[config.mk]
export PLATFORM = sky130hd
export DESIGN_NAME = control_edicion
export DESIGN_NICKNAME = d
export VERILOG_FILES = /design/src/rtl/control_edicion.sv
export SDC_FILE = /design/constraint.sdc
export NUM_CORES = 1
export LEC_CHECK = 0
export BUFFER_PORTS_ARGS = -buffer_cell sky130_fd_sc_hd__buf_2
export CAP_MARGIN = 20
export CORE_MARGIN = 5
export CORE_UTILIZATION = 53
export DETAILED_ROUTE_END_ITERATION = 12
export PLACE_DENSITY = 0.83
export SLEW_MARGIN = 20
export SYNTH_ARGS = -nofsm -noshare
export SYNTH_HDL_FRONTEND = slang
export SYNTH_SLANG_ARGS = --single-unit
[constraint.sdc]
create_clock -name clk -period 1.8 [get_ports clk]
set_clock_uncertainty 0.15 [all_clocks]
set_input_delay 0.18 -clock clk [delete_from_list [all_inputs] [get_ports clk]]
set_output_delay 0.18 -clock clk [all_outputs]
set_load 0.005 [all_outputs]
[src/rtl/control_edicion.sv]
// Edit-mode controller for the RTC console: conditions raw buttons into edges and
// sequences target select, field cursor and inc/dec strobes. Optional macro: EDIT_TIMEOUT_EN.
module control_edicion #(
  parameter int T_INACT  = 2_000_000,
  parameter int N_CAMPOS = 3
) (
  input  logic       clk,
  input  logic       resetM,
  input  logic       P_FECHA,
  input  logic       P_HORA,
  input  logic       P_CRONO,
  input  logic       SUMAR,
  input  logic       RESTAR,
  input  logic       DERECHA,
  input  logic       IZQUIERDA,
  output logic       sel_fecha,
  output logic       sel_hora,
  output logic       sel_crono,
  output logic [1:0] campo,
  output logic       inc_p,
  output logic       dec_p,
  output logic       editando
);

  localparam int         NB   = 7;
  localparam logic [1:0] CMAX = 2'(N_CAMPOS - 1);

  typedef enum logic [1:0] {REPOSO, ED_FECHA, ED_HORA, ED_CRONO} state_t;

  state_t          state, state_n, tgt;
  logic [NB-1:0]   btn, s1, s2, dly, edg;
  logic [2:0]      arm;
  logic [1:0]      campo_n;
  logic            mode_any, editing, ed_ok, der, izq, sum, res, edit_acc, tmo;

  assign btn = {IZQUIERDA, DERECHA, RESTAR, SUMAR, P_CRONO, P_HORA, P_FECHA};

  // arm masks edges until dly has captured the post-reset level, so a button
  // held through reset needs a release and a fresh press to be seen.
  always_ff @(posedge clk or negedge resetM) begin
    if (!resetM) begin
      s1  <= '0;
      s2  <= '0;
      dly <= '0;
      arm <= '0;
    end else begin
      s1  <= btn;
      s2  <= s1;
      dly <= s2;
      arm <= {arm[1:0], 1'b1};
    end
  end

  assign edg = arm[2] ? (s2 & ~dly) : '0;

  assign mode_any = |edg[2:0];
  assign tgt      = edg[0] ? ED_FECHA : (edg[1] ? ED_HORA : ED_CRONO);
  assign editing  = (state != REPOSO);
  assign ed_ok    = editing & ~mode_any;
  assign sum      = ed_ok & edg[3];
  assign res      = ed_ok & edg[4];
  assign der      = ed_ok & edg[5];
  assign izq      = ed_ok & edg[6];
  assign edit_acc = sum | res | der | izq;

`ifdef EDIT_TIMEOUT_EN
  localparam int            CW  = $clog2(T_INACT);
  localparam logic [CW-1:0] RLD = CW'(T_INACT - 1);

  logic [CW-1:0] cnt;

  always_ff @(posedge clk or negedge resetM) begin
    if (!resetM)                             cnt <= RLD;
    else if (!editing || mode_any || edit_acc) cnt <= RLD;
    else if (cnt != '0)                      cnt <= cnt - CW'(1);
  end

  assign tmo = editing & (cnt == '0) & ~edit_acc;
`else
  // no inactivity timer in this build
  assign tmo = 1'b0 && (T_INACT > 0);
`endif

  always_comb begin
    state_n = state;
    campo_n = campo;
    if (mode_any) begin
      state_n = (state == tgt) ? REPOSO : tgt;
      campo_n = 2'd0;
    end else if (tmo) begin
      state_n = REPOSO;
      campo_n = 2'd0;
    end else if (der && !izq) begin
      campo_n = (campo == CMAX) ? 2'd0 : campo + 2'd1;
    end else if (izq && !der) begin
      campo_n = (campo == 2'd0) ? CMAX : campo - 2'd1;
    end
  end

  always_ff @(posedge clk or negedge resetM) begin
    if (!resetM) begin
      state <= REPOSO;
      campo <= 2'd0;
      inc_p <= 1'b0;
      dec_p <= 1'b0;
    end else begin
      state <= state_n;
      campo <= campo_n;
      inc_p <= sum & ~res;
      dec_p <= res & ~sum;
    end
  end

  assign sel_fecha = (state == ED_FECHA);
  assign sel_hora  = (state == ED_HORA);
  assign sel_crono = (state == ED_CRONO);
  assign editando  = editing;

endmodule

== Word-level counts from Yosys, hierarchy flattened ==
Index checks and enable logic that the tools add are counted.
Storage, ports and cells
  output and inout bits: 8
  register bits after elaboration: 30
Operators by class
  $add $sub $neg: 2
  muxes and demuxes: 9
  reductions and logical operators: 8
  bitwise operators: 12
  equal/unequal tests: 5
Operators with widths (count)
  2-bit 2-to-1 mux: 7
  1-bit AND: 7
  7-bit AND: 1
  7-bit 2-to-1 mux: 1
  7-bit NOT: 1
  2-bit == test (second input constant): 3
  1-bit NOT: 3
  3-bit nonzero test: 1
  3-bit OR reduction: 1
  2-bit by 1-bit adder with 2-bit output (second input constant): 1
  2-bit by 1-bit == test with 1-bit output (second input constant): 1
  2-bit == test: 1
  1-bit logical AND: 2
  1-bit logical NOT: 2
  2-bit logical NOT: 1
  2-bit nonzero test: 1
  2-bit by 1-bit subtractor with 2-bit output (second input constant): 1
  1-bit 2-to-1 mux: 1

== Depth between registers and ports, before layout ==
Gate-level depths: netlist of run 1.
  depth in word-level cells: 12
  depth in mapped cells: 4
  gate-level depth less buffers: 4

== Least setup slack after synthesis of run 1 ==
Ideal clock, no wire load.
  path type: reg2reg
  start point: reg state[0]
  end point: reg campo[1]
  required time: 1.572 ns
  stages on the path, launching flop included: 5
  buffers on the path: 0
  arrival: 1.199 ns
  setup time: 0.078 ns
  path slack: 0.373 ns
  cell sequence: dfrtp_1 > o21ai_2 > nor3_2 > mux2_1 > o2bb2ai_1
On the way
  word-level cells in the longest chain between the ends: 7
RTL lines
  from (decl): RTL line 30  | state_t state, state_n, tgt;
  from (signal assigned): RTL line 107  | state <= state_n;
  2-bit nonzero test *: RTL line 58  | assign editing = (state != REPOSO);
  1-bit AND *: RTL line 59  | assign ed_ok = editing & ~mode_any;
  1-bit AND: RTL line 63  | assign izq = ed_ok & edg[6];
  1-bit logical NOT: RTL line 93  | end else if (der && !izq) begin
  1-bit logical AND: RTL line 93
  2-bit 2-to-1 mux: RTL line 93
  2-bit 2-to-1 mux: RTL line 87  | if (mode_any) begin
  to (signal assigned): RTL line 108  | campo <= campo_n;
  to (decl): RTL line 19  | output logic [1:0] campo,
Every way passes the cells marked *; elsewhere a longest branch is shown, timed or not.
A chain may end at the register's enable or synchronous reset.

== Final worst setup path of run 1 ==
Ends and elaborated chain as after synthesis.

==> results of run 1 <==
## cells in the mapped netlist, types with 2 or more instances
cell type,count
a21oi_1,2
dfrtp_1,30
ha_1,3
inv_1,3
nand2_1,3
nor2b_1,5
o211ai_1,2
o21ai_0,2
o2bb2ai_1,2
## worst max-delay path: stages, from the launching register on
cell and delay, ns:
dfrtp_1 0.49, o21ai_2 0.14, nor3_2 0.27, mux2_1 0.35, o2bb2ai_1 0.13
## metal layers
layer | vias to the layer above | part of all wire [%]
met5 | - | 0
met1 | 309 | 41
met2 | 22 | 49
li1 | 311 | -
met3 | 5 | 6.9
met4 | 0 | 2.6
## registers in the layout, summed over array words and instances (netlist names)
register / flops
campo: 2
s2: 7
s1: 7
dec_p: 1
dly: 7
state: 2
arm: 3
inc_p: 1
## cells by family after synthesis
| logic type | synth area share [%] |
|---|---|
| xor gates and xnor gates | 0.806 |
| other | 0.345 |
| DFF | 69.0 |
| buffers and inverters | 1.04 |
| and+or+nand+nor | 14.4 |
| AOI/OAI and AO/OA | 8.98 |
| adders and majority gates | 3.45 |
| muxes | 1.96 |
## timing repair
action	in CTS	in global routing
hold buffers	8	0
setup endpoints to repair	0	0
endpoints found under the hold margin	37	0
## worst paths after layout
check | start | endpoint | slack, ns | cells after the start
hold / removal | s1[4] | s2[4] | 0.20 | 0
min in group asynchronous | resetM | s1[1] | 0.28 | 2
hold reg to reg | s1[4] | s2[4] | 0.20 | 0
max in group asynchronous | resetM | s1[6] | 0.82 | 2
setup / recovery | state[0] | campo[1] | 0.20 | 4
setup reg to reg | state[0] | campo[1] | 0.20 | 4
## metrics by stage
step / worst slack [ns] / total power, mW / cell area, sq um / cells / util, %
3_3_place_gp: 0.319 / 0.972 / 1200 / 117 / 61.2
4_1_cts: 0.188 / 1.37 / 1330 / 131 / 67.9
6_report: 0.196 / 1.34 / 1330 / 131 / 67.9
2_1_floorplan: 0.373 / 0.899 / 1090 / 74 / -
3_5_place_dp: 0.215 / 0.987 / 1200 / 117 / 61.2
5_1_grt: 0.117 / 1.43 / 1330 / 131 / 67.9
## area by class of cell
| type | instances | area [sq um] |
|---|---|---|
| clock buffer | 6 | 51.3 |
| fill | 156 | 629 |
| inverter | 3 | 11.3 |
| multi-input combinational | 41 | 325 |
| sequential | 30 | 751 |
| tap | 27 | 33.8 |
| timing repair buffer | 24 | 160 |
## report_power, final
| group | leakage [nW] | total [mW] | switching (mW) | internal [mW] |
|---|---|---|---|---|
| Clock | 0.0302 | 0.362 | 0.186 | 0.176 |
| Combinational | 0.218 | 0.205 | 0.0923 | 0.113 |
| Sequential | 0.358 | 0.778 | 0.0539 | 0.724 |
| Total | 0.605 | 1.34 | 0.332 | 1.01 |
==> metrics.yaml, run 1 <==
timing:
  min_period_ns: 1.60
  grt_setup_unrepaired: "no"
  timing.hold.ws_ns: 0.200
  max_slew_margin_pct: 58.6
  finalSetupTns_ns: 0
  finalCritPeriodShare_pct: 89.1
  fmax_mhz: 623
  hold_viol_final: 0
  worst_pin_slew_ns: 0.621
  setup_violations: 0
  final_max_slew_viol_count: 0
cts:
  cts_root_buffer: "clkbuf_4"
  cts_resized: 0
  cts_buffers: 5
  clk_pin_slew_ns: 0.08
  cts.path.max_buffers: 2
  clk_latency_ns: 0.30
  cts_sinks: 30
  h-tree-depth: 2
  cts_tree: "yes"
  postCtsSetupBuffers: 0
yosys:
  yosysTopAreaCell: "dfrtp_1"
  ys.warnings.count: 0
  yosysSeqAreaShare_pct: 69.0
  synthArstFlopShare_pct: 100
  synth_ff_type: "dfrtp_1"
  syn_avg_cell_area_sq_um: 14.7
  synth_top_area_share_pct: 69.0
  netlist_area_sq_um: 1090
  synth_area_leaders: "dfrtp_1 69%, ha_1 3.5%, nor2b_1 2.9%"
  syn_nets: 86
  ys_ff_latch: 30
  syn_inst: 74
  synth_edf_count: 0
  ys_types: 31
setup_path:
  worst-endpoint-arrival_ns: 1.68
  worstSetupPathType: "reg -> reg"
  cp-start-kind: "flop"
  worstPathMaxFanout: 8
  required_ns: 1.88
  cp-end-kind: "flop"
layout:
  layout_commonest_cell: "dfrtp_1"
  antennaDiodeCount: 0
  finalNetCount: 117
  syn_to_final_growth_pct: 22.6
  final_cell_mix: "30 x dfrtp_1, 16 x buf_2, 8 x dlygate4sd3_1"
  drive_above_1_share_pct: 29.8
pwr:
  peakVddDrop_uv: 743
  power.density_nw_per_um2: 1010
  p_leak_nw: 0.605
drt:
  wl_um: 1540
  drt-pass1-iter-count: 6
  route.detailed.drc: 0
  routedWlPerCell_um: 11.7
  final_antenna_net_count: 0
  num_vias: 647
  dr.first_iter.drc_count: 11
  routed_via_density: 4.94
place:
  gp_congestion: 0.693
  io_buffer_count: 16
  hpwl_um: 1040
run:
  cap_violations: 0
floorplan:
  die_width_um: 55.3
  core_area_sq_um: 1960
  die-area_sq_um: 3060
  die_h_um: 55.3
  initial_utilization_pct: 55.4
  io_pins: 17
  rows: 16
global_routing:
  grt_max_degree: 31
  gr-usage-met3_pct: 5.36
  grt_pass1_wl_um: 2880
  antenna_found_initial: 0
  grt_most_used_layer: "met2"
  grt.total_usage_pct: 12.4
  overflow: 0
  met2_usage_pct: 20.6
  gr-usage-met1_pct: 12.8
  grt_pass1_vias: 694
hold_path:
  min_path_type: "reg -> reg"
status:
  outcome: "finished clean"
Note: power is estimated with default switching activity, not from simulation.
==> run 2, diff against run 1 <==
--- a/config.mk
+++ b/config.mk
@@ -8,9 +8,9 @@
 export BUFFER_PORTS_ARGS = -buffer_cell sky130_fd_sc_hd__buf_2
 export CAP_MARGIN = 20
 export CORE_MARGIN = 5
-export CORE_UTILIZATION = 53
+export CORE_UTILIZATION = 45
 export DETAILED_ROUTE_END_ITERATION = 12
-export PLACE_DENSITY = 0.83
+export PLACE_DENSITY = 0.74
 export SLEW_MARGIN = 20
 export SYNTH_ARGS = -nofsm -noshare
 export SYNTH_HDL_FRONTEND = slang
==> metrics.yaml, run 2 (same netlist as run 1, synthesis figures left out) <==
timing:
  hold_viol_final: 0  # unchanged
  max_slew_margin_pct: 57.9  # -0.73 points
  min_period_ns: 1.56  # -0.0395 ns
  fin_ws_ns: 0.235  # +0.0395 ns
  finalSetupTns_ns: 0  # unchanged
  finalCritPeriodShare_pct: 86.9  # -2.2 points
  setup_violations: 0  # unchanged
  grt_setup_unrepaired: "no"
  final_max_slew_viol_count: 0  # unchanged
  worst_pin_slew_ns: 0.632  # +0.0110 ns
  fmax_mhz: 639  # +2.5%
layout:
  design_area_sq_um: 1340  # +0.75%
  fill_cells: 202  # +29%
  drive_above_1_share_pct: 30.2  # +0.38 points
  multiInputGateArea_sq_um: 325  # unchanged
  fin_cells: 134  # +2.3%
  top_regs: "dly (7), s1 (7), s2 (7)"
  ff_latch_area_sq_um: 751  # unchanged
  layout_commonest_cell: "dfrtp_1"
  finalNetCount: 117  # unchanged
  antennaDiodeCount: 0  # unchanged
  final_cell_mix: "30 x dfrtp_1, 16 x buf_2, 8 x dlygate4sd3_1"
  syn_to_final_growth_pct: 23.5
floorplan:
  initial_utilization_pct: 48.2  # -7.2 points
  die_h_um: 59.2  # +7.0%
  io_pins: 17  # unchanged
  rows: 17  # +1
  die_width_um: 59.2  # +7.0%
  core_area_sq_um: 2250  # +15%
  die-area_sq_um: 3500  # +14%
setup_path:
  reg2reg_depth: 4  # unchanged
  critPathBufInv: 0  # unchanged
  required_ns: 1.89  # about the same
  cp-start-kind: "flop"
  max_stage_delay_ns: 0.49  # about the same
  cp-end-kind: "flop"
  path_depth: 4  # unchanged
  cp_slowest_cell: "dfrtp_1"
  crit_chain: "o21ai_2 -> nor3_2 -> mux2_1 -> o2bb2ai_1"
  worstPathMaxFanout: 9  # +1
  worst-endpoint-arrival_ns: 1.66  # -0.02 ns
  worstSetupPathType: "reg -> reg"
  path_delay_family: "flip-flops"
place:
  io_buffer_count: 16  # unchanged
  pre_cts_ws_ns: 0.238  # +0.0227 ns
  dp.cells: 118  # +0.85%
  gp_congestion: 0.672  # -3.1%
  hpwl_um: 1120  # +7.2%
  dpl_cell_area_sq_um: 1200  # +0.10%
drt:
  drt-pass1-iter-count: 4  # -2
  route.detailed.drc: 0  # unchanged
  final_antenna_net_count: 0  # unchanged
  num_vias: 657  # +1.5%
  wl_um: 1630  # +5.9%
  dr.first_iter.drc_count: 12  # +1
  routedWlPerCell_um: 12.1  # +3.6%
  routed_via_density: 4.90  # -0.73%
global_routing:
  antenna_found_initial: 0  # unchanged
  overflow: 0  # unchanged
  grt_max_degree: 31  # unchanged
  grt_pass1_wl_um: 3000  # +4.3%
  grt_pass1_vias: 712  # +2.6%
  grt.total_usage_pct: 12.2  # -0.12 points
cts:
  cts_tree: "yes"
  clk_pin_slew_ns: 0.09  # about the same
  h-tree-depth: 2  # unchanged
  cts_root_buffer: "clkbuf_4"
  cts.path.max_buffers: 2  # unchanged
  cts_resized: 0  # unchanged
  cts_buffers: 5  # unchanged
  cts_sinks: 30  # unchanged
  clk_latency_ns: 0.31  # about the same
hold_path:
  min_path_type: "reg -> reg"
  hold_depth: 0  # unchanged
pwr:
  power.density_nw_per_um2: 1030  # +1.9%
  p_leak_nw: 0.610  # +0.84%
  peakVddDrop_uv: 854  # +15%
status:
  outcome: "finished clean"
run:
  cap_violations: 0  # unchanged
==> run 2: power breakdown <==
part / internal, mW / switching (mW)
registers: 0.724 / 0.0526
logic: 0.113 / 0.0938
clock network: 0.189 / 0.208
==> run 2: layout make-up <==
type / instances / share of cell area (%)
clock buffer: 7 / 4.10
clock inverter: 1 / 0.373
inverter: 3 / 0.839
multi-input combinational: 41 / 24.2
sequential: 30 / 55.9
tap: 28 / 2.61
timing repair buffer: 24 / 11.9
==> run 2: worst paths after layout <==
path | start | to | slack, ns
max reg2reg | state[1] | campo[1] | 0.24
min reg2reg | s1[6] | s2[6] | 0.21
max | state[1] | campo[1] | 0.24
min in group asynchronous | resetM | arm[1] | 0.26
max in group asynchronous | resetM | s2[2] | 0.83
min | s1[6] | s2[6] | 0.21
==> run 2: through the flow <==
stage                     utilization, %  total power, mW  hold WS [ns]
final                               59.5             1.38         0.206
after global routing                59.5             1.49         0.217
after CTS                           59.5             1.41         0.213
after detailed placement            53.3            0.989        0.0873
after global placement              53.3            0.973        0.0758
after floorplan                        -            0.899        -0.266
==> run 2: per-layer routing <==
| metal | vias up | routed length [um] | GRT usage, % |
|---|---|---|---|
| met5 | - | 0 | 0 |
| met4 | 0 | 39 | 6.80 |
| met3 | 4 | 134 | 7.19 |
| met2 | 21 | 839 | 19.9 |
| met1 | 318 | 613 | 12.2 |
| li1 | 314 | - | - |
==> run 2: timing repair <==
item                                    4_1_cts  5_1_grt
hold buffers                                  8        0
buffers inserted                              0        0
endpoints found under the setup margin        0        0
hold endpoints to repair                     37        0
==> run 3, diff against run 2 <==
--- a/config.mk
+++ b/config.mk
@@ -5,12 +5,13 @@
 export SDC_FILE = /design/constraint.sdc
 export NUM_CORES = 1
 export LEC_CHECK = 0
+export ABC_AREA = 1
 export BUFFER_PORTS_ARGS = -buffer_cell sky130_fd_sc_hd__buf_2
 export CAP_MARGIN = 20
-export CORE_MARGIN = 5
 export CORE_UTILIZATION = 45
+export CTS_BUF_LIST = sky130_fd_sc_hd__clkbuf_4 sky130_fd_sc_hd__clkbuf_8
 export DETAILED_ROUTE_END_ITERATION = 12
-export PLACE_DENSITY = 0.74
+export PLACE_DENSITY = 0.73
 export SLEW_MARGIN = 20
 export SYNTH_ARGS = -nofsm -noshare
 export SYNTH_HDL_FRONTEND = slang
==> metrics.yaml, run 3 <==
floorplan:
  rows: 18  # +1
  io_pins: 17  # unchanged
  die_h_um: 53.0  # -10%
  initial_utilization_pct: 47.6  # -0.62 points
  core_area_sq_um: 2450  # +8.9%
  die-area_sq_um: 2800  # -20%
  die_width_um: 53.0  # -10%
setup_path:
  r2r_start: "arm[2]"
  required_ns: 1.47  # -0.42 ns
  cp-start-kind: "flop"
  reg2reg_depth: 7  # +3
  cp-end-kind: "output port"
  regToRegSetupSlack_ns: 0.29  # +0.05 ns
  worstSetupPathType: "reg -> out"
  reg2reg_to: "state[1]"
  worst-endpoint-arrival_ns: 1.27  # -0.39 ns
  worstPathMaxFanout: 5  # -4
global_routing:
  antenna_found_initial: 0  # unchanged
  grt_pass1_vias: 706  # -0.84%
  grt_max_degree: 31  # unchanged
  grt_pass1_wl_um: 2670  # -11%
  overflow: 0  # unchanged
  grt.total_usage_pct: 14.2  # +2.0 points
layout:
  final_cell_mix: "30 x dfrtp_1, 16 x inv_1, 16 x nand2_1, 16 x buf_2, 9 x nor2_1"
  ff_latch_area_sq_um: 751  # unchanged
  fill_cells: 209  # +3.5%
  finalNetCount: 143  # +22%
  top_regs: "dly (7), s1 (7), s2 (7)"
  design_area_sq_um: 1440  # +7.1%
  antennaDiodeCount: 0  # unchanged
  drive_above_1_share_pct: 25.8  # -4.4 points
  syn_to_final_growth_pct: 23.0
  layout_commonest_cell: "dfrtp_1"
  fin_cells: 162  # +21%
  multiInputGateArea_sq_um: 337  # +3.5%
timing:
  fmax_mhz: 625  # -2.2%
  finalSetupTns_ns: 0  # unchanged
  hold_viol_final: 0  # unchanged
  timing.hold.ws_ns: 0.192  # -0.0145 ns
  min_period_ns: 1.60  # +0.0353 ns
  finalCritPeriodShare_pct: 88.9  # +2.0 points
  worst_pin_slew_ns: 0.614  # -0.0173 ns
  final_max_slew_viol_count: 0  # unchanged
  grt_setup_unrepaired: "no"
  max_slew_margin_pct: 59.0  # +1.2 points
  setup_violations: 0  # unchanged
yosys:
  synth_area_leaders: "dfrtp_1 64%, nand3_4 7.5%, inv_1 5.1%"
  synth-simple-area-share_pct: 21.5  # +7.1 points
  synthArstFlopShare_pct: 100  # unchanged
  syn_avg_cell_area_sq_um: 11.6  # -21%
  synth-xor-area-share_pct: 0.749  # -0.056 points
  synth_top_family_by_area: "simple AND/OR/NAND/NOR gates"
  synthAdderAreaFrac_pct: 3.21  # -0.24 points
  yosysSeqAreaShare_pct: 64.2  # -4.8 points
  ys.warnings.count: 0  # unchanged
  muxShareOfSynthArea_pct: 0  # -2.0 points
  yosys-top-cells-count: "30 x dfrtp_1, 16 x inv_1, 16 x nand2_1"
  ys_types: 20  # -35%
  synth_top_area_share_pct: 64.2  # -4.8 points
  synth_most_common_cell: "dfrtp_1"
  synth_ff_type: "dfrtp_1"
  synth_edf_count: 0  # unchanged
  ys_ff_latch: 30  # unchanged
  netlist_area_sq_um: 1170  # +7.5%
  yosysTopAreaCell: "dfrtp_1"
  syn_nets: 113  # +31%
  syn_inst: 101  # +36%
  synth_compound_area_share_pct: 3.00  # -6.0 points
cts:
  clk_latency_ns: 0.31  # about the same
  cts_buffers: 5  # unchanged
  cts.path.max_buffers: 2  # unchanged
  postCtsSetupBuffers: 0  # unchanged
  cts_resized: 0  # unchanged
  h-tree-depth: 2  # unchanged
  clk_pin_slew_ns: 0.10  # about the same
  cts_root_buffer: "clkbuf_4"
  cts_sinks: 30  # unchanged
  ctsHoldBuffers: 8  # unchanged
  cts_tree: "yes"
drt:
  wl_um: 1600  # -1.5%
  drt-pass1-iter-count: 2  # -2
  num_vias: 724  # +10%
  routed_via_density: 4.47  # -8.8%
  dr.first_iter.drc_count: 2  # -10
  routedWlPerCell_um: 9.90  # -19%
  final_antenna_net_count: 0  # unchanged
  route.detailed.drc: 0  # unchanged
run:
  cap_violations: 0  # unchanged
hold_path:
  hold_depth: 0  # unchanged
  whs_endpoint: "arm[1]"
  worstHoldStart: "arm[0]"
  min_path_type: "reg -> reg"
place:
  gp_congestion: 0.731  # +8.9%
  hpwl_um: 1170  # +4.4%
  dpl_cell_area_sq_um: 1270  # +6.0%
  dp.cells: 146  # +24%
  io_buffer_count: 16  # unchanged
pwr:
  p_leak_nw: 0.717  # +17%
  power_mw: 1.51  # +9.3%
  power.density_nw_per_um2: 1050  # +2.1%
  peakVddDrop_uv: 1330  # +56%
status:
  outcome: "finished clean"
run 3: cell types whose count changed in the layout (fill, tap and decap cells not counted), sizes merged, moves of 2 or more:
cell     previous run  this run
o211ai              2         0
nand3               0        12
nand2               3        16
nand4               1         3
a21oi               2         0
o2bb2ai             2         0
nand2b              3         0
nor2                1        10
nor2b               5         0
and2                2         0
inv                 3        18
run 3: layout make-up:
| type | instances | share of cell area, % |
|---|---|---|
| sequential | 30 | 52.2 |
| multi-input combinational | 52 | 23.4 |
| timing repair buffer | 24 | 11.1 |
| inverter | 18 | 4.87 |
| clock buffer | 6 | 3.13 |
| clock inverter | 2 | 2.61 |
| tap | 30 | 2.61 |
run 3: how the worst max path moves through the flow:
stage / startpoint / to / slack (ns) / depth (start not counted)
detailed placement: arm[2] / state[1] / 0.31 / 7
finish: state[0] / editando / 0.20 / 3
global placement: arm[2] / state[1] / 0.37 / 7
CTS: state[0] / editando / 0.19 / 3
global route: state[0] / editando / 0.09 / 3
floorplan: arm[2] / campo[0] / 0.51 / 9
run 3: power by group:
part           switching (mW)  leakage (nW)  internal [mW]
logic                   0.133         0.317         0.0955
registers              0.0374         0.358          0.722
clock network           0.214        0.0419          0.308
total                   0.385         0.717           1.13
run 3: logic make-up (layout without fill, tap and decap cells):
logic type / count (synthesis) / count (layout)
AO/OA/AOI/OAI: 5 / 5
XOR/XNOR: 1 / 1
adder cells (fa/ha/maj): 3 / 3
buffers and inverters: 19 / 50
flip-flops: 30 / 30
other: 1 / 1
AND/OR/NAND/NOR: 42 / 42
run 3: metal layers:
metal	GRT usage, %	routed length, um	share of wire (%)
met4	7.89	21	1.3
met1	13.3	635	40
met5	0	0	0
met3	5.17	80	5.0
met2	26.2	865	54
run 3: metrics by stage:
step	setup WS (ns)	utilization [%]
detailed placement	0.308	51.9
global route	0.0896	58.6
CTS	0.187	58.6
floorplan	0.510	-
finish	0.200	58.6
global placement	0.373	51.9
run 3: critical path: stages (launching register included):
cell     delay (ns)
dfrtp_1        0.43
nor2_1         0.26
inv_2          0.12
buf_2          0.14
